`config.mk`:
```
export PLATFORM = sky130hd
export DESIGN_NAME = multicycle_control
export DESIGN_NICKNAME = d
export VERILOG_FILES = /design/src/rtl/multicycle_control.sv
export SDC_FILE = /design/constraint.sdc
export NUM_CORES = 1
export LEC_CHECK = 0
export ABC_CLOCK_PERIOD_IN_PS = 1700
export CAP_MARGIN = 20
export CORE_MARGIN = 3
export CORE_UTILIZATION = 36
export CTS_CLUSTER_SIZE = 30
export DETAILED_ROUTE_END_ITERATION = 10
export GPL_ROUTABILITY_DRIVEN = 1
export PLACE_DENSITY = 0.79
export RECOVER_POWER = 100
export SLEW_MARGIN = 20
export SYNTH_ARGS = -nofsm -noshare
export SYNTH_HDL_FRONTEND = slang
export SYNTH_SLANG_ARGS = --single-unit
```
`constraint.sdc`:
```
create_clock -name clk -period 1.7 [get_ports clk]
set_input_delay 0.34 -clock clk [delete_from_list [all_inputs] [get_ports clk]]
set_output_delay 0.34 -clock clk [all_outputs]
set_load 0.005 [all_outputs]
```
`src/rtl/multicycle_control.sv`:
```
// Control FSM for the multicycle RISC-V datapath: sequences fetch/decode/execute/memory/write-back
// and stretches every memory access by MEM_WAIT cycles.
module multicycle_control #(
  parameter int unsigned MEM_WAIT = 0,
  parameter int unsigned ALU_OP_W = 3
) (
  input  logic                clk,
  input  logic                rst,
  input  logic [6:0]          opcode,
  input  logic [2:0]          funct3,
  input  logic [6:0]          funct7,
  input  logic                alu_zero,
  output logic                pc_write,
  output logic                pc_src,
  output logic                ir_write,
  output logic                old_pc_write,
  output logic                mem_read,
  output logic                mem_write,
  output logic                load_a,
  output logic                load_b,
  output logic                load_alu_out,
  output logic                load_mdr,
  output logic [1:0]          alu_src_a,
  output logic [1:0]          alu_src_b,
  output logic [ALU_OP_W-1:0] alu_op,
  output logic                reg_write,
  output logic [1:0]          wb_sel,
  output logic                illegal,
  output logic [3:0]          state_out
);

  localparam int unsigned cntW = (MEM_WAIT > 0) ? $clog2(MEM_WAIT + 1) : 1;
  localparam logic [cntW-1:0] lastCnt = cntW'(MEM_WAIT);

  localparam logic [2:0] opPass  = 3'd0;
  localparam logic [2:0] opAdd   = 3'd1;
  localparam logic [2:0] opSub   = 3'd2;
  localparam logic [2:0] opAnd   = 3'd3;
  localparam logic [2:0] opOr    = 3'd4;
  localparam logic [2:0] opSlt   = 3'd5;
  localparam logic [2:0] opPassB = 3'd6;

  typedef enum logic [3:0] {
    StReset  = 4'd0,
    StFetch  = 4'd1,
    StDecode = 4'd2,
    StExecR  = 4'd3,
    StExecI  = 4'd4,
    StAddr   = 4'd5,
    StMemLd  = 4'd6,
    StLdWb   = 4'd7,
    StMemSt  = 4'd8,
    StAluWb  = 4'd9,
    StBranch = 4'd10,
    StLui    = 4'd11,
    StJal    = 4'd12,
    StHalt   = 4'd13
  } stateT;

  stateT           stateQ, stateD;
  logic [cntW-1:0] cntQ, cntD;
  logic            waitState, lastCyc;
  logic [2:0]      rOp;
  logic            rLegal;
  logic [2:0]      aluOp;

  always_ff @(posedge clk or posedge rst) begin
    if (rst) begin
      stateQ <= StReset;
      cntQ   <= '0;
    end else begin
      stateQ <= stateD;
      cntQ   <= cntD;
    end
  end

  assign waitState = (stateQ == StFetch) || (stateQ == StMemLd) || (stateQ == StMemSt);
  assign lastCyc   = (cntQ == lastCnt);
  // Counter is zero outside the wait states, so it is already clear on entry to each of them.
  assign cntD      = (waitState && !lastCyc) ? cntQ + 1'b1 : '0;

  always_comb begin
    rOp    = opPass;
    rLegal = 1'b1;
    case ({funct7, funct3})
      10'b0000000_000: rOp = opAdd;
      10'b0100000_000: rOp = opSub;
      10'b0000000_111: rOp = opAnd;
      10'b0000000_110: rOp = opOr;
      10'b0000000_010: rOp = opSlt;
      default:         rLegal = 1'b0;
    endcase
  end

  always_comb begin
    stateD = stateQ;
    unique case (stateQ)
      StReset:  stateD = StFetch;
      StFetch:  if (lastCyc) stateD = StDecode;
      StDecode: begin
        case (opcode)
          7'b0110011:             stateD = StExecR;
          7'b0010011:             stateD = (funct3 == 3'b000) ? StExecI : StHalt;
          7'b0000011, 7'b0100011: stateD = (funct3 == 3'b010) ? StAddr : StHalt;
          7'b1100011:             stateD = (funct3[2:1] == 2'b00) ? StBranch : StHalt;
          7'b0110111:             stateD = StLui;
          7'b1101111:             stateD = StJal;
          default:                stateD = StHalt;
        endcase
      end
      StExecR:  stateD = rLegal ? StAluWb : StHalt;
      StExecI:  stateD = StAluWb;
      StLui:    stateD = StAluWb;
      StAluWb:  stateD = StFetch;
      StAddr:   stateD = (opcode == 7'b0000011) ? StMemLd : StMemSt;
      StMemLd:  if (lastCyc) stateD = StLdWb;
      StLdWb:   stateD = StFetch;
      StMemSt:  if (lastCyc) stateD = StFetch;
      StBranch: stateD = StFetch;
      StJal:    stateD = StFetch;
      StHalt:   stateD = StHalt;
      default:  stateD = StHalt;
    endcase
  end

  always_comb begin
    pc_write     = 1'b0;
    pc_src       = 1'b0;
    ir_write     = 1'b0;
    old_pc_write = 1'b0;
    mem_read     = 1'b0;
    mem_write    = 1'b0;
    load_a       = 1'b0;
    load_b       = 1'b0;
    load_alu_out = 1'b0;
    load_mdr     = 1'b0;
    alu_src_a    = 2'd0;
    alu_src_b    = 2'd0;
    aluOp        = opPass;
    reg_write    = 1'b0;
    wb_sel       = 2'd0;
    illegal      = 1'b0;
    unique case (stateQ)
      StFetch: begin
        mem_read  = 1'b1;
        alu_src_b = 2'd1;
        aluOp     = opAdd;
        if (lastCyc) begin
          ir_write     = 1'b1;
          old_pc_write = 1'b1;
          pc_write     = 1'b1;
        end
      end
      StDecode: begin
        load_a       = 1'b1;
        load_b       = 1'b1;
        load_alu_out = 1'b1;
        alu_src_a    = 2'd1;
        alu_src_b    = 2'd2;
        aluOp        = opAdd;
      end
      StExecR: begin
        alu_src_a    = 2'd2;
        load_alu_out = rLegal;
        aluOp        = rOp;
      end
      StExecI, StAddr: begin
        alu_src_a    = 2'd2;
        alu_src_b    = 2'd2;
        aluOp        = opAdd;
        load_alu_out = 1'b1;
      end
      StLui: begin
        alu_src_b    = 2'd2;
        aluOp        = opPassB;
        load_alu_out = 1'b1;
      end
      StAluWb: reg_write = 1'b1;
      StMemLd: begin
        mem_read = 1'b1;
        load_mdr = lastCyc;
      end
      StLdWb: begin
        reg_write = 1'b1;
        wb_sel    = 2'd1;
      end
      StMemSt: mem_write = 1'b1;
      StBranch: begin
        alu_src_a = 2'd2;
        aluOp     = opSub;
        pc_src    = 1'b1;
        pc_write  = (funct3 == 3'b000) ? alu_zero : !alu_zero;
      end
      StJal: begin
        reg_write = 1'b1;
        wb_sel    = 2'd2;
        pc_write  = 1'b1;
        pc_src    = 1'b1;
      end
      StHalt:  illegal = 1'b1;
      default: ;
    endcase
  end

  assign alu_op    = ALU_OP_W'(aluOp);
  assign state_out = stateQ;

endmodule
```
==> results of run 1 <==
==> logic make-up after synthesis <==
kind of cell	count (synthesis)	synth area share (%)
flops	5	14.2
buf+inv	17	8.51
compound gates	37	28.4
other cells	1	0.425
xor+xnor	3	2.98
mux	1	1.13
simple gates	66	44.4
==> cell usage after synthesis (2+ instances only) <==
cell type  instances  share of area (%)
clkbuf_1           7                3.0
a31oi_1            4                2.8
dfrtp_1            5                 14
nor4_1             2                1.4
or4_1              2                1.7
o21ai_0            7                4.0
nand2_1           14                6.0
nor2b_1            4                2.8
nand3_1            4                2.3
nand2b_1           5                3.5
nor2_1            10                4.3
nand4b_1           2                2.0
nor3b_1            3                2.6
a211oi_1           3                2.6
inv_1              4                1.7
xnor2_1            3                3.0
a21oi_1            7                4.0
a21o_1             2                1.7
nor3_1             8                4.5
buf_2              3                1.7
nand3b_1           2                1.7
or3_1              2                1.4
buf_4              2                1.7
==> per-stage QoR <==
stage | utilization (%) | hold slack, ns | TNS (ns)
after floorplan | - | 0.119 | -0.416
after global placement | 74.3 | 0.547 | -8.87
after detailed placement | 74.3 | 0.547 | -9.69
after CTS | 95.1 | 0.290 | -2.96
==> timing repair <==
| action | 4_1_cts |
|---|---|
| gates cloned | 0 |
| setup endpoints to repair | 28 |
| setup buffers | 32 |
| hold buffers | 0 |
| gates resized for setup | 175 |
| pin swaps | 27 |
==> flow_summary.yaml, run 1 <==
floorplanning:
  dieHeight_um: 55.5
  rows: 17
  dieWidth_um: 55.5
  start_util_pct: 38.8
  io-pin-count: 45
yosys:
  async_reset_ff_share_pct: 100
  synth_nets: 150
  syn_inst: 130
  synth_edf_count: 0
  syn_area_per_cell_um2: 6.79
  syn_area_um2: 882
  ys_warn_count: 0
  synth_top_flop_cell: "dfrtp_1"
  yosysSeqAreaShare_pct: 14.2
  yosys_register_bits: 5
  synth_cell_types: 48
placement:
  dp_hpwl_um: 2730
  detailed_place.area_um2: 1690
  gp_congestion: 0.862
  preCtsSetupSlack_ns: -1.21
  numPortBuffers: 44
  placed_cells: 240
clock_network:
  cts_max_level: 1
  cts.sink_count: 5
  cts.path.max_buffers: 2
  root_buffer: "clkbuf_4"
  cts_buffers: 3
outcome:
  firstError: "[ERROR DPL-0038] Utilization greater than 100%, impossible to legalize"
  status: "stopped before the end"
  haltStage: "global routing"
timing:
  grt-worst-endpoint: "alu_op[0]"
  worst_endpoint_kind: "output port"
global_routing:
  grt_start_max_net_pins: 13
==> inputs of run 2 (changes only) <==
- ABC_CLOCK_PERIOD_IN_PS: 1700 -> 2210
- CORE_AREA: default -> 3 3 64 66
- CORE_MARGIN: 3 -> default
- CORE_UTILIZATION: 36 -> default
- CTS_CLUSTER_SIZE: 30 -> default
- DIE_AREA: default -> 0 0 67 69
- PLACE_DENSITY: 0.79 -> default
- PLACE_DENSITY_LB_ADDON: default -> 0.15
- clock period: 1.7 -> 2.21 ns (I/O delays scaled with it)
==> flow_summary.yaml, run 2 <==
outcome:
  status: "finished, violations left"
  violations: "negative setup slack"
critical_path:
  cp_slowest_stage_delay_ns: 0.54
  timing.critical_path.to_type: "output pin"
  r2r_slack_ns: 0.52
  startpoint: "funct7[6]"
  reg2reg_depth: 7
  cp_num_buf_inv: 3
  cp_slowest_cell: "or4_4"
  cp-start-kind: "input port"
  rr_startpoint: "state_out[1]"
  cp_data_required_time_ns: 1.77
  critPathMaxFanout: 2
  path_cells: "buf_6, or4_4, nor3_4, buf_4, nand3b_1, a21o_1, a211oi_2, buf_2"
  r2r_end: "state_out[3]"
  path_depth: 8
  crit_end: "alu_op[0]"
  crit_type: "input port to output pin"
  cp.arrival_ns: 1.89
  crit_family: "simple AND/OR/NAND/NOR gates"
floorplanning:
  dieHeight_um: 69
  start_util_pct: 24.3
  dieWidth_um: 67
  rows: 22
  die-area_um2: 4620
  core_area_um2: 3630
  io-pin-count: 45
yosys:
  synth_cell_types: 48
  syn_area_per_cell_um2: 6.79
  yosys_register_bits: 5
  syn_inst: 130
  yosysSeqAreaShare_pct: 14.2
  synth_edf_count: 0
  synth_nets: 150
  synth_top_flop_cell: "dfrtp_1"
  ys_warn_count: 0
  async_reset_ff_share_pct: 100
  synth_top_area_share_pct: 14.2
  yosys-top-cells-area: "dfrtp_1 (14%), nand2_1 (6.0%), nor3_1 (4.5%)"
  syn_area_um2: 882
  synth_area_leader_cell: "dfrtp_1"
  synth_most_common_cell: "nand2_1"
  synthTopCellsByCount: "nand2_1 (14), nor2_1 (10), nor3_1 (8)"
detailed_routing:
  ant_nets: 0
  vias_per_cell: 5.12
  vias: 1284
  wl_per_cell_um: 13.6
  drt_iter0_drc: 66
  drt_pass1_iterations: 4
  wirelength_um: 3420
  drcViolationCount: 0
clock_network:
  cts.path.max_buffers: 2
  clk_pin_slew_ns: 0.04
  root_buffer: "clkbuf_8"
  cts_tree: "done"
  worst_skew_pair.late_latency_ns: 0.22
  cts_max_level: 1
  cts_buffers: 3
  cts.sink_count: 5
cells_and_area:
  multi_input_area_um2: 818
  fillers: 382
  layout_common_cells: "buf_4 (34), clkdlybuf4s50_1 (26), nand2_1 (11)"
  drive_gt1_share_pct: 38.4
  largest_reg_flops: 4
  nNetsFinal: 224
  design_area_um2: 1790
  layout_commonest_cell: "buf_4"
  area_growth_pct: 103
  diodes: 0
  final_cells: 251
  seq_area_um2: 128
timing:
  hold_ws_ns: 0.560
  setup_viol: 7
  fin_ws_ns: -0.118
  period_share_pct: 105
  skew_ns: 0.00350
  maxSlewHeadroom_pct: 45.8
  period_minus_slack_ns: 2.33
  final_hold_viol_count: 0
  fmax_mhz: 430
  tightest_slew_ns: 0.792
  slew_viol_final: 0
  rsz0062_at_grt: "true"
global_routing:
  top_usage_layer: "met2"
  overflow: 0
  grt_pass1_vias: 1215
  gr-usage-met1_pct: 17.2
  grt_use_total_pct: 14.0
  antenna_found_initial: 0
  use_met3_pct: 2.12
  grt_util_met2_pct: 23.9
  grt_pass1_wl_um: 5340
  grt_start_max_net_pins: 15
placement:
  placed_cells: 239
  numPortBuffers: 44
  gp_congestion: 0.884
  dp_hpwl_um: 2500
  detailed_place.area_um2: 1540
pwr:
  power.density_nw_per_um2: 960
  peakVddDrop_mv: 0.294
  p_leak_nw: 0.778
flow_run:
  cap_violations: 0
hold_path:
  min_path_type: "input port to async pin"
==> run 2: cell counts after synthesis <==
No cell type changed its count.
==> run 2: worst min path at each step <==
stage / cells past startpoint / endpoint
2_1_floorplan: 1 / cntQ
3_3_place_gp: 2 / state_out[2]
3_5_place_dp: 2 / state_out[1]
4_1_cts: 2 / state_out[2]
5_1_grt: 2 / cntQ
6_report: 2 / state_out[2]
==> run 2: cells by family (layout without fill, tap and decap cells) <==
family          after synthesis  in the layout  synth area share [%]
flops                         5              5                  14.2
xor+xnor                      3              3                  2.98
buf+inv                      17             90                  8.51
other cells                   1              1                 0.425
simple gates                 66             66                  44.4
compound gates               37             37                  28.4
mux                           1              1                  1.13
==> run 2: layer usage <==
metal | part of all wire [%] | routed length (um) | vias up
met2 | 54 | 1840 | 40
met5 | 0 | 0 | -
met4 | 1.4 | 47 | 0
met3 | 4.3 | 146 | 8
li1 | - | - | 631
met1 | 41 | 1390 | 605
==> run 2: cell type report <==
type	count	area share [%]
clock buffers	4	2.52
inverters	5	1.12
multi-input cells	108	45.7
flip-flops and latches	5	7.13
well taps	48	3.36
repair buffers	81	40.1
==> run 2: report_power, final <==
group / switching [mW] / internal [mW] / total [mW] / leakage (nW)
combinational: 0.622 / 0.747 / 1.37 / 0.697
clock: 0.0468 / 0.124 / 0.171 / 0.0228
sequential: 0.0479 / 0.129 / 0.177 / 0.0582
==> run 2: through the flow <==
stage	TNS [ns]	total power [mW]	util, %	worst slack, ns
after floorplan	0	0.733	-	0.0801
after detailed placement	-3.83	1.29	42.5	-0.829
final	-0.463	1.72	49.2	-0.118
after CTS	-0.537	1.53	45.8	-0.152
after global placement	-3.83	1.30	42.5	-0.805
after global routing	-1.23	1.85	49.2	-0.219
==> run 2: what timing repair did <==
action | in CTS | in global routing
pin swaps | 10 | 5
hold buffers | 0 | 0
resized for setup | 48 | 20
setup endpoints to repair | 15 | 19
setup buffers | 4 | 5
No activity file was read; power rests on OpenSTA's default activity.
==> inputs of run 3 (changes only) <==
- GPL_TIMING_DRIVEN: default -> 0
- PLACE_DENSITY: default -> 0.64
- PLACE_DENSITY_LB_ADDON: 0.15 -> default
- SLEW_MARGIN: 20 -> 25
==> flow_summary.yaml, run 3 (synthesis results as in run 2) <==
clock_network:
  cts.path.max_buffers: 2
  cts_tree: "done"
  cts_max_level: 1
  clk_pin_slew_ns: 0.03
  worst_skew_pair.late_latency_ns: 0.22
  cts_buffers: 3
  root_buffer: "clkbuf_8"
  cts.sink_count: 5
timing:
  tightest_slew_ns: 0.536
  fmax_mhz: 436
  fin_ws_ns: -0.0836
  period_minus_slack_ns: 2.29
  maxSlewHeadroom_pct: 64.3
  rsz0062_at_grt: "true"
  setup_viol: 4
  skew_ns: 0.000777
  period_share_pct: 104
  final_hold_viol_count: 0
  hold_ws_ns: 0.555
  slew_viol_final: 0
global_routing:
  top_usage_layer: "met2"
  gr-usage-met1_pct: 19.7
  grt_util_met2_pct: 22.6
  grt_pass1_vias: 1136
  antenna_found_initial: 0
  overflow: 0
  grt_pass1_wl_um: 5320
  grt_start_max_net_pins: 11
  use_met3_pct: 1.63
  grt_use_total_pct: 14.2
pwr:
  power_mw: 1.57
  power_frac_clock_pct: 10.8
  power.density_nw_per_um2: 997
  peakVddDrop_mv: 0.267
  comb_power_share_pct: 78.1
  p_sw_uw: 692
  swShare_pct: 44.1
  seqPwrFrac_pct: 11.0
  p_int_uw: 876
  p_leak_nw: 0.638
detailed_routing:
  vias_per_cell: 5.08
  wl_per_cell_um: 13.6
  drt_pass1_iterations: 4
  vias: 1169
  wirelength_um: 3140
  ant_nets: 0
  drcViolationCount: 0
  drt_iter0_drc: 113
critical_path:
  rr_startpoint: "cntQ"
  cp-start-kind: "input port"
  timing.critical_path.to_type: "output pin"
  r2r_end: "state_out[0]"
  cp.arrival_ns: 1.85
  r2r_slack_ns: 0.58
  crit_type: "input port to output pin"
  critPathMaxFanout: 4
  reg2reg_depth: 6
  cp_data_required_time_ns: 1.77
floorplanning:
  dieWidth_um: 67
  die-area_um2: 4620
  start_util_pct: 24.3
  core_area_um2: 3630
  dieHeight_um: 69
  io-pin-count: 45
  rows: 22
cells_and_area:
  drive_gt1_share_pct: 28.0
  layout_commonest_cell: "clkdlybuf4s50_1"
  area_growth_pct: 78.3
  nNetsFinal: 203
  diodes: 0
  largest_reg_flops: 4
  layout_common_cells: "clkdlybuf4s50_1 (22), nand2_1 (13), nor2_1 (9)"
  final_cells: 230
  fillers: 388
outcome:
  violations: "negative setup slack"
  status: "finished, violations left"
flow_run:
  cap_violations: 0
placement:
  numPortBuffers: 43
  placed_cells: 221
  dp_hpwl_um: 2250
  gp_congestion: 0.858
  preCtsSetupSlack_ns: -0.915
hold_path:
  min_path_type: "input port to async pin"
run 3: worst max-delay path by stage:
| stage | cells past startpoint | start | endpoint | slack (ns) |
|---|---|---|---|---|
| after floorplan | 5 | funct7[1] | alu_op[0] | 0.08 |
| after global placement | 7 | funct7[1] | alu_op[0] | -0.91 |
| after detailed placement | 7 | funct7[1] | alu_op[0] | -0.92 |
| after CTS | 8 | funct7[6] | load_alu_out | -0.14 |
| after global routing | 8 | funct7[6] | load_alu_out | -0.16 |
| final | 8 | funct7[6] | load_alu_out | -0.08 |
run 3: power by group through the flow:
stage	Sequential (mW)	Combinational [mW]	Clock, mW
floorplan	0.145	0.588	0
global placement	0.143	1.06	0
detailed placement	0.143	1.06	0
CTS	0.173	1.20	0.172
global route	0.180	1.35	0.182
finish	0.173	1.22	0.170
run 3: what timing repair did:
item / CTS / global route
pin swaps: 11 / 5
gates resized for setup: 69 / 11
hold buffers: 0 / 0
endpoints found under the hold margin: 0 / 0
setup buffers: 7 / 0
setup endpoints to repair: 19 / 18
cloned: 1 / 0
run 3: stage by stage:
stage	TNS, ns	cell area [um^2]	utilization (%)
finish	-0.203	1570	43.3
detailed placement	-4.83	1370	37.8
global route	-1.01	1570	43.3
global placement	-4.93	1370	37.8
floorplan	0	882	-
CTS	-0.320	1560	43.0
run 3: layout make-up:
class / instances / area (um^2) / area share, %
Clock buffer: 4 / 45.0 / 2.86
Sequential cell: 5 / 126 / 8.03
Inverter: 5 / 23.8 / 1.51
Multi-Input combinational cell: 108 / 785 / 49.9
Tap cell: 48 / 60.1 / 3.82
Buffer: 9 / 68.8 / 4.38
Timing Repair Buffer: 51 / 464 / 29.5
run 3: critical path, cell delays in order:
cell and delay, ns:
buf_6 0.09, or4_4 0.53, nor3_4 0.17, buf_4 0.15
o2111ai_4 0.12, nor3_2 0.13, or2_4 0.14, buf_6 0.08
run 3: layer usage:
layer,vias up,wire length (um)
li1,586,-
met1,528,1380
met2,48,1530
met3,7,167
met4,0,55
met5,-,0
==> inputs of run 4 (changes only) <==
- GPL_TIMING_DRIVEN: 0 -> 1
==> flow_summary.yaml, run 4 (synthesis results as in run 2) <==
outcome:
  status: "finished, violations left"
  violations: "negative setup slack"
placement:
  gp_congestion: 0.796
  placed_cells: 243
  dp_hpwl_um: 2490
  numPortBuffers: 44
timing:
  setup_viol: 2
  skew_ns: 0.00191
  maxSlewHeadroom_pct: 66.2
  period_share_pct: 106
  final_hold_viol_count: 0
  fin_ws_ns: -0.135
  slew_viol_final: 0
  rsz0062_at_grt: "true"
  hold_ws_ns: 0.568
  tightest_slew_ns: 0.494
  fin_tns_setup_ns: -0.197
  period_minus_slack_ns: 2.34
  fmax_mhz: 427
cells_and_area:
  diodes: 0
  area_growth_pct: 95.0
  final_cells: 253
  layout_commonest_cell: "buf_4"
  nNetsFinal: 226
  layout_common_cells: "buf_4 (32), clkdlybuf4s50_1 (23), nand2_1 (13)"
  largest_reg_flops: 4
  drive_gt1_share_pct: 32.2
detailed_routing:
  vias_per_cell: 4.98
  drcViolationCount: 0
  wirelength_um: 3430
  drt_iter0_drc: 87
  vias: 1259
  ant_nets: 0
  wl_per_cell_um: 13.5
  drt_pass1_iterations: 4
floorplanning:
  rows: 22
  dieHeight_um: 69
  io-pin-count: 45
  die-area_um2: 4620
  start_util_pct: 24.3
  core_area_um2: 3630
  dieWidth_um: 67
global_routing:
  antenna_found_initial: 0
  overflow: 0
  grt_pass1_wl_um: 5380
  grt_pass1_vias: 1202
  grt_use_total_pct: 14.5
  grt_start_max_net_pins: 18
critical_path:
  cp_slowest_stage_delay_ns: 0.53
  cp_slowest_cell: "or4_4"
  reg2reg_depth: 7
  rr_startpoint: "state_out[1]"
  cp_num_buf_inv: 3
  r2r_slack_ns: 0.44
  r2r_end: "state_out[3]"
  path_cells: "buf_6, or4_4, nor3_4, buf_4, nand3b_1, a21o_1, a211oi_2, buf_2"
  cp_data_required_time_ns: 1.77
  critPathMaxFanout: 3
  crit_type: "input port to output pin"
  timing.critical_path.to_type: "output pin"
  crit_family: "simple AND/OR/NAND/NOR gates"
  cp-start-kind: "input port"
  cp.arrival_ns: 1.90
clock_network:
  cts_buffers: 3
  cts.path.max_buffers: 2
  cts_max_level: 1
  cts_tree: "done"
  worst_skew_pair.late_latency_ns: 0.22
  hold_buffers: 0
  root_buffer: "clkbuf_8"
  clk_pin_slew_ns: 0.04
  cts.sink_count: 5
pwr:
  power_frac_clock_pct: 10.4
  peakVddDrop_mv: 0.236
  seqPwrFrac_pct: 11.5
  p_int_uw: 921
  p_leak_nw: 0.784
  comb_power_share_pct: 78.2
  p_sw_uw: 692
  power.density_nw_per_um2: 938
  swShare_pct: 42.9
flow_run:
  cap_violations: 0
hold_path:
  min_path_type: "input port to async pin"
==> run 4: changes by cell type in the layout (fill, tap and decap cells not counted), sizes merged <==
| cell | previous run | this run |
|---|---|---|
| dlymetal6s4s | 0 | 1 |
| dlymetal6s2s | 4 | 5 |
| clkdlybuf4s50 | 22 | 23 |
| dlygate4sd2 | 6 | 4 |
| buf | 17 | 39 |
==> run 4: worst max path at each step <==
stage / start / end / slack [ns] / cells past startpoint
final: funct7[6] / alu_op[0] / -0.13 / 8
after global routing: funct7[6] / alu_op[0] / -0.22 / 8
after floorplan: funct7[1] / alu_op[0] / 0.08 / 5
after CTS: funct7[6] / alu_op[0] / -0.21 / 8
after global placement: funct7[1] / alu_op[0] / -0.81 / 7
after detailed placement: funct7[1] / alu_op[0] / -0.86 / 7
==> run 4: metrics by stage <==
step                      total power, mW  util [%]  area [um^2]  setup slack, ns
after floorplan                     0.733         -          882           0.0801
after global placement               1.34      43.7         1590           -0.807
after detailed placement             1.35      43.7         1590           -0.862
after CTS                            1.54      46.1         1670           -0.207
after global routing                 1.75      47.3         1720           -0.223
final                                1.61      47.3         1720           -0.135
==> run 4: timing repair <==
action | in CTS | in global routing
setup endpoints to repair | 15 | 14
buffers inserted | 3 | 4
resized for setup | 47 | 16
pin swaps | 9 | 2
==> run 4: power by group through the flow <==
stage                     clock, mW  sequential [mW]  combinational (mW)
after global placement            0            0.201                1.14
final                         0.168            0.185                1.26
after detailed placement          0            0.199                1.15
after global routing          0.180            0.190                1.38
after floorplan                   0            0.145               0.588
after CTS                     0.172            0.206                1.17
==> run 4: metal layers <==
layer | global-route usage [%] | up-vias | part of all wire [%]
li1 | - | 629 | -
met1 | 18.2 | 599 | 43
met2 | 24.9 | 27 | 52
met3 | 2.61 | 4 | 3.9
met4 | 3.38 | 0 | 1.1
met5 | 0 | - | 0
==> run 4: layout make-up <==
type                       count  area (um^2)
tap                           48         60.1
clock buffer                   4         45.0
multi-input combinational    108          751
sequential                     5          128
fill                         390         1910
timing repair buffer          83          717
inverter                       5         20.0
==> run 4: worst register-to-register path, delay by kind of cell (launching register included) <==
family,cells,cell delay (ns)
DFF,1,0.39
and+or+nand+nor,1,0.19
buffers and inverters,2,0.47
AOI/OAI and AO/OA,4,0.59
